### src/rtl/regfile_pkg.sv
// Shared constants and helpers for the multiport register file.
// Default geometry, zero-register address and flattened-bus slice offsets.
package regfile_pkg;

  localparam int DEF_WIDTH  = 32;
  localparam int DEF_ADDR_W = 5;
  localparam int ZERO_ADDR  = 0;

  // Low bit of port idx inside a bus built from w-bit fields.
  function automatic int slice_lo(input int idx, input int w);
    return idx * w;
  endfunction

endpackage

### src/rtl/regfile_read_port.sv
// One read port: word mux, zero-register force, optional write bypass
// (REGFILE_WRITE_BYPASS_EN) and optional output register (READ_REG=1).
// Ports: clk/reset, mem (whole array), addr, write bus, rd_data, rd_valid.
module regfile_read_port
  import regfile_pkg::*;
#(
  parameter int WIDTH    = DEF_WIDTH,
  parameter int ADDR_W   = DEF_ADDR_W,
  parameter int ZERO_REG = 1,
  parameter int READ_REG = 0
) (
  input  logic                               clk,
  input  logic                               reset,
  input  logic [2**ADDR_W-1:0][WIDTH-1:0]    mem,
  input  logic [ADDR_W-1:0]                  addr,
  input  logic                               wr_en,
  input  logic [ADDR_W-1:0]                  wr_addr,
  input  logic [WIDTH-1:0]                   wr_data,
  output logic [WIDTH-1:0]                   rd_data,
  output logic                               rd_valid
);

  logic             is_zero;
  logic [WIDTH-1:0] word;

  assign is_zero = (ZERO_REG != 0) &&
                   (addr == ADDR_W'(ZERO_ADDR));

`ifdef REGFILE_WRITE_BYPASS_EN
  // Write-first: the word being written wins over the stored copy.
  always_comb begin
    word = mem[addr];
    if (wr_en && (wr_addr == addr))
      word = wr_data;
    if (is_zero)
      word = '0;
  end
`else
  always_comb begin
    word = mem[addr];
    if (is_zero)
      word = '0;
  end

  logic unused_wr;
  assign unused_wr = ^{wr_en, wr_addr, wr_data};
`endif

  if (READ_REG != 0) begin : g_reg
    logic [WIDTH-1:0] data_q;
    logic             valid_q;

    always_ff @(posedge clk) begin
      if (reset) begin
        data_q  <= '0;
        valid_q <= 1'b0;
      end else begin
        data_q  <= word;
        valid_q <= 1'b1;
      end
    end

    assign rd_data  = data_q;
    assign rd_valid = valid_q;
  end else begin : g_comb
    logic unused_clk;
    assign unused_clk = clk ^ reset;
    assign rd_data    = word;
    assign rd_valid   = 1'b1;
  end

endmodule

### src/rtl/regfile_multiport.sv
// Register file: 2**ADDR_W words, NUM_RD read ports, one write port.
// Ports: clk, reset (sync, high), wr_en/wr_addr/wr_data, rd_addr,
// rd_data, rd_valid. Optional macro: REGFILE_WRITE_BYPASS_EN.
module regfile_multiport
  import regfile_pkg::*;
#(
  parameter int WIDTH    = DEF_WIDTH,
  parameter int ADDR_W   = DEF_ADDR_W,
  parameter int NUM_RD   = 2,
  parameter int ZERO_REG = 1,
  parameter int READ_REG = 0
) (
  input  logic                      clk,
  input  logic                      reset,
  input  logic                      wr_en,
  input  logic [ADDR_W-1:0]         wr_addr,
  input  logic [WIDTH-1:0]          wr_data,
  input  logic [NUM_RD*ADDR_W-1:0]  rd_addr,
  output logic [NUM_RD*WIDTH-1:0]   rd_data,
  output logic [NUM_RD-1:0]         rd_valid
);

  localparam int DEPTH = 2**ADDR_W;

  logic [DEPTH-1:0][WIDTH-1:0] mem;
  logic                        wr_ok;

  // Writes to the hardwired zero register are dropped so it stays 0.
  assign wr_ok = wr_en &&
                 !((ZERO_REG != 0) &&
                   (wr_addr == ADDR_W'(ZERO_ADDR)));

  always_ff @(posedge clk) begin
    if (reset)
      mem <= '0;
    else if (wr_ok)
      mem[wr_addr] <= wr_data;
  end

  for (genvar p = 0; p < NUM_RD; p++) begin : g_rd
    localparam int ALO = slice_lo(p, ADDR_W);
    localparam int DLO = slice_lo(p, WIDTH);

    regfile_read_port #(
      .WIDTH    (WIDTH),
      .ADDR_W   (ADDR_W),
      .ZERO_REG (ZERO_REG),
      .READ_REG (READ_REG)
    ) u_rp (
      .clk      (clk),
      .reset    (reset),
      .mem      (mem),
      .addr     (rd_addr[ALO +: ADDR_W]),
      .wr_en    (wr_en),
      .wr_addr  (wr_addr),
      .wr_data  (wr_data),
      .rd_data  (rd_data[DLO +: WIDTH]),
      .rd_valid (rd_valid[p])
    );
  end

endmodule

### config.mk
export PLATFORM = sky130hd
export DESIGN_NAME = regfile_multiport
export DESIGN_NICKNAME = d
export VERILOG_FILES = /design/src/rtl/regfile_pkg.sv /design/src/rtl/regfile_read_port.sv /design/src/rtl/regfile_multiport.sv
export SDC_FILE = /design/constraint.sdc
export NUM_CORES = 2
export LEC_CHECK = 0
export BUFFER_PORTS_ARGS = -buffer_cell sky130_fd_sc_hd__clkbuf_2
export CAP_MARGIN = 5
export CELL_PAD_IN_SITES_DETAIL_PLACEMENT = 0
export CELL_PAD_IN_SITES_GLOBAL_PLACEMENT = 1
export CORE_MARGIN = 2
export CORE_UTILIZATION = 40
export DETAILED_ROUTE_END_ITERATION = 6
export PLACE_DENSITY_LB_ADDON = 0.1
export SYNTH_ARGS = -nofsm -noshare
export SYNTH_HDL_FRONTEND = slang
export SYNTH_HIERARCHICAL = 1
export SYNTH_SLANG_ARGS = --single-unit
### constraint.sdc
create_clock -name clk -period 1.6 [get_ports clk]
set_input_delay 0.16 -clock clk [delete_from_list [all_inputs] [get_ports clk]]
set_output_delay 0.16 -clock clk [all_outputs]
set_load 0.005 [all_outputs]
# Yosys cells after proc, flatten, opt, wreduce, memory -nomap -nowiden
# Index checks and enable logic that the tools add are counted.
[classes]
reduce_logical = 6
mux = 9
magnitude_cmp = 4
[ops]
columns = ["operator", "n"]
rows = [
  ["1024-bit bitwise mux", 1],
  ["32-bit binary-select mux with 5-bit select", 2],
  ["32-bit demux with 5-bit select", 1],
  ["32-bit two-way mux", 5],
  ["5-bit by 6-bit less-than comparator with 1-bit output (second input constant)", 3],
  ["5-bit zero test", 3],
  ["5-bit by 1-bit >= comparator with 1-bit output (second input constant)", 1],
  ["1-bit logical AND", 2],
  ["1-bit zero test", 1],
]
[word_totals]
out_inout_bits = 66
in_bits = 50
register_bits = 1024
wordCells = 51

# Longest topological paths before layout
[logic_depth]
word_depth = 5
mapped_depth = 7
mapped_depth_nobuf = 4

# Modules after synthesis
# Netlist, hierarchy kept.
[modules_own_cells]
columns = ["mod", "cells_per_inst", "n_inst", "area_per_inst_um2"]
rows = [
  ["regfile_multiport", 3432, 1, 39037.4],
  ["regfile_read_port", 666, 2, 8379.3],
]

# Least setup slack after synthesis
# Ideal clock, no wire load.
[synth_path]
path_type = "input to output"
startpoint = "input port rd_addr[0]"
endpoint = "output port rd_data[11]"
t_required_ns = 1.440
t_arrival_ns = 1.457
stages = 5
slack_ns = -0.017
path_cell_list = "buf_4 -> buf_2 -> mux4_2 -> a211oi_1 -> a311oi_2"
[synth_between]
elab_chain_len = 3
elab_cells_between_ends = 4
classes_between = "mux: 3; reduce/logical: 1"
[synth_rtl]
columns = ["item", "line", "rtl"]
rows = [
  ["start, declared", "regfile_multiport.sv:18", "input logic [NUM_RD*ADDR_W-1:0] rd_addr,"],
  ["32-bit binary-select mux with 5-bit select", "regfile_read_port.sv:40", "word = mem[addr];"],
  ["32-bit two-way mux (not written as such)", "regfile_read_port.sv:40", ""],
  ["32-bit two-way mux (*)", "regfile_read_port.sv:41", "if (is_zero)"],
  ["end, declared", "regfile_multiport.sv:19", "output logic [NUM_RD*WIDTH-1:0] rd_data,"],
]
# Mark *: on every way between the ends. The rest lies on a longest branch, timed or not. The select of a mux whose other input is x is not followed.

# Final worst setup path
[layout_path]
startpoint = "register mem[495] (netlist bit)"
endpoint = "output port rd_data[47]"
[layout_between]
elab_chain_len = 3
[layout_rtl]
columns = ["item", "line", "rtl"]
rows = [
  ["start, declared", "regfile_multiport.sv:25", "logic [DEPTH-1:0][WIDTH-1:0] mem;"],
  ["start signal, assigned by index", "regfile_multiport.sv:37", "mem[wr_addr] <= wr_data;"],
  ["32-bit binary-select mux with 5-bit select", "regfile_read_port.sv:40", ""],
  ["32-bit two-way mux (not written as such)", "regfile_read_port.sv:40", ""],
  ["32-bit two-way mux", "regfile_read_port.sv:41", ""],
]
# Every way passes these cells. The select of a mux whose other input is x is not followed.

==> run summary <==
The flow ran to the end, but the final reports show violations. The checks that failed: setup timing. The synthesized design contains 0 enable-type register cells. The wire length per cell after detailed routing was 29.4 um; the worst path arrival time was 2.38 ns. The worst setup path is launched from a register. The fraction of registers with async set/reset is 0. The tools report the post-detailed-route DRC marker count as 0.

The delay of the slowest cell on the worst path was 0.46 ns; the total core area was 0.139 mm^2. The starting density of the core is 0.401. STA classifies the critical path endpoint as an output pin. Number of slew-limit violations in the final report: 0.

The clock latency reported for the late side of the worst-skew pair is 0.74 ns. A synthesized cell averages 11.7 um^2. Counting the fill cells in the layout gives 12,300. In this run the static leakage power is 32.2 nW. Across all register-to-register paths, the minimum setup slack is 0.46 ns. The synthesized netlist net count is 4,814.

The final core utilization came out at 0.509. After detailed routing, the number of vias per cell comes to 5.72. Yosys mapped the design onto 36 distinct sky130hd cell types. Entering global routing, the biggest net connects 77 pins.

Synthesis inferred 1,024 register bits. The flip-flop count of the largest register after layout was 1,024. Most common library cell in the layout ignoring fill and taps: mux2i_1. The maximum fanout along the worst path came out at 3.

Leaving out fill and tap cells, the most frequent cells in the layout are mux2i_1, nand2b_1, dfxtp_1, buf_4, mux4_2. The most used flip-flop cell after synthesis is dfxtp_1. The final worst setup slack was -0.942 ns; the number of iterations in the first detailed-routing pass was 5.

Wires add up to 212,000 um. The tools report the post-synthesis instance area as 0.0558 mm^2. The via count of the first global-routing pass came out at 42,300. The final worst-path cycle share works out to 1.59. Traced cell by cell, the critical path runs through mux4_2 > mux2_4 > o21ai_2 > a311oi_2 > buf_4 > clkbuf_2.

The number of port buffers was 113. Cell count after synthesis: 4,764. The start-to-end type of the worst setup path was reg -> out.

Clock-pin slew was measured on the worst setup and hold paths at 0.06 ns. The logs give 0 for the remaining antenna violation count and 0 ns for the clock skew after layout. The H-tree was split into 3 levels.

The first global-routing pass estimated 306,000 um of wire. The tools report the total global routing overflow as 0. The largest individual stage delay along the critical path comes from the cell mux4_2. The logs give 121 for the number of CTS-inserted buffers and 0.142 mm^2 for the total die area. The first routing iteration left 3,063 violations. The tools report the placer's final routability congestion estimate as 0.834. The register with the most flip-flops in the final layout is mem. For the total number of clock tree sinks, the log shows 1,024. The path class of the tightest hold or removal check is in -> reg.

In the final layout, the registers with the most flip-flops are mem (1024). The worst path in the final design needs a cycle of 2.54 ns, including I/O delays and setup. The fraction of final layout cells with drive strength greater than 1 was 0.383.

The run gives 3 as the number of buffers between clock root and the deepest sink. IR analysis of the VDD net gives a maximum drop of 0.891 mV. The top achievable clock speed is 0.393 GHz. In the final design database the tool counted 5,296 nets. The die is 377 um tall. Row generation in the floorplan step produced 137 rows.

The overall track demand over capacity in global routing was 0.295; the chip width was 377 um. Setup repair after global routing could not meet its margin everywhere. For the pin with the worst max-slew slack, the measured transition is 0.736 ns.

The power per cell area was 862 mW/mm^2. The number of hold-slack violations in the final timing report is 0, and the critical path required time is 1.44 ns. Setup violations remaining at the end of the flow were counted as 64. Number of antenna violations at the first check in global routing: 3.

In this run the clock root is driven by a clkbuf_16. The max-slew headroom at the worst pin is 0.509, and the max capacitance violation total is 0. TritonCTS built the clock tree. 116 I/O pins were placed. Sum of net half-perimeters after detailed placement: 142,000 um.

The fraction of the yosys area taken by sequential cells was 0.367; the area added between synthesis and finish was 26.8%. The routed layout has 41,300 vias. Power after layout: 61.0 mW.

During synthesis, Yosys emitted a total of 6 warnings.
-- synth_stat cells, types with 4 or more instances --
| cell | count | area share |
|---|---|---|
| clkbuf_4 | 6 | 0.00081 |
| a311oi_1 | 60 | 0.0094 |
| buf_2 | 100 | 0.0090 |
| nor2b_1 | 100 | 0.011 |
| dfxtp_1 | 1024 | 0.37 |
| buf_4 | 99 | 0.013 |
| nand2_2 | 28 | 0.0031 |
| o2111ai_1 | 16 | 0.0025 |
| o21ai_1 | 106 | 0.0095 |
| a221oi_1 | 48 | 0.0075 |
| mux2i_1 | 1120 | 0.20 |
| buf_6 | 71 | 0.014 |
| mux2_2 | 64 | 0.013 |
| clkbuf_1 | 243 | 0.016 |
| and2_1 | 4 | 0.00045 |
| nor2_1 | 6 | 0.00040 |
| a311oi_2 | 4 | 0.0011 |
| o21ai_0 | 4 | 0.00036 |
| mux4_2 | 448 | 0.18 |
| a22oi_1 | 64 | 0.0086 |
| nand2_1 | 34 | 0.0023 |
| a211oi_1 | 64 | 0.0086 |
| nand2b_1 | 1026 | 0.12 |
-- cell families (layout without fill, tap and decap cells) --
family	count (synthesis)	in the layout	share of synthesized area
flops	1024	1024	0.367
mux	1632	1632	0.395
buf+inv	525	1107	0.0546
other cells	2	4	0.000135
compound gates	368	368	0.0479
simple gates	1213	1213	0.135
-- layer usage --
metal	track usage	routed length (um)
met2	0.467	96100
met5	0	0
met3	0.0379	10600
met4	0.0817	6870
met1	0.423	98600
-- report_power, final --
part / internal [mW] / switching, mW
sequential: 25.7 / 0.131
combinational: 3.12 / 3.91
clock: 16.4 / 11.7
-- worst max-delay path, delay by kind of cell (launching register included) --
kind	cells	cell delay, ns
mux	2	0.75
flops	1	0.32
compound gates	2	0.20
buf+inv	2	0.34
-- path summary, 6_finish.rpt --
check | start | end | cells after the start
worst max-delay path | mem[495] | rd_data[47] | 6
worst min-delay path | wr_addr[1] | mem[672] | 5
worst max register to register | mem[273] | mem[273] | 3
worst min register to register | mem[58] | mem[58] | 2
-- cell type report --
cell class,count,area (um^2),share of cell area
Sequential cell,1024,20700,0.293
Tap cell,1876,2350,0.0332
Antenna cell,2,5.00,0.0000708
Clock inverter,41,408,0.00577
Timing Repair Buffer,882,9240,0.131
Multi-Input combinational cell,3215,34400,0.487
Inverter,2,12.5,0.000177
Clock buffer,182,3580,0.0506
-- repair_timing --
action	CTS	global route
gates resized for setup	452	148
hold buffers	34	0
hold endpoints to repair	992	0
buffers inserted	8	4
endpoints found under the setup margin	64	64
pin swaps	109	65
-- metrics by stage --
step | setup WS [ns] | cells | TNS [ns] | cell area, um^2 | hold WS, ns
finish | -0.942 | 7224 | -52.63 | 70700 | 0.0693
global route | -0.998 | 7222 | -56.62 | 70700 | 0.0809
CTS | -0.994 | 7218 | -55.52 | 70200 | 0.0216
detailed placement | -0.850 | 6987 | -43.79 | 64300 | 0.468
global placement | -0.894 | 6987 | -44.55 | 64300 | 0.464
floorplan | 0.0128 | 4764 | 0 | 55800 | 0.369
No activity file was read; power rests on OpenSTA's default activity.
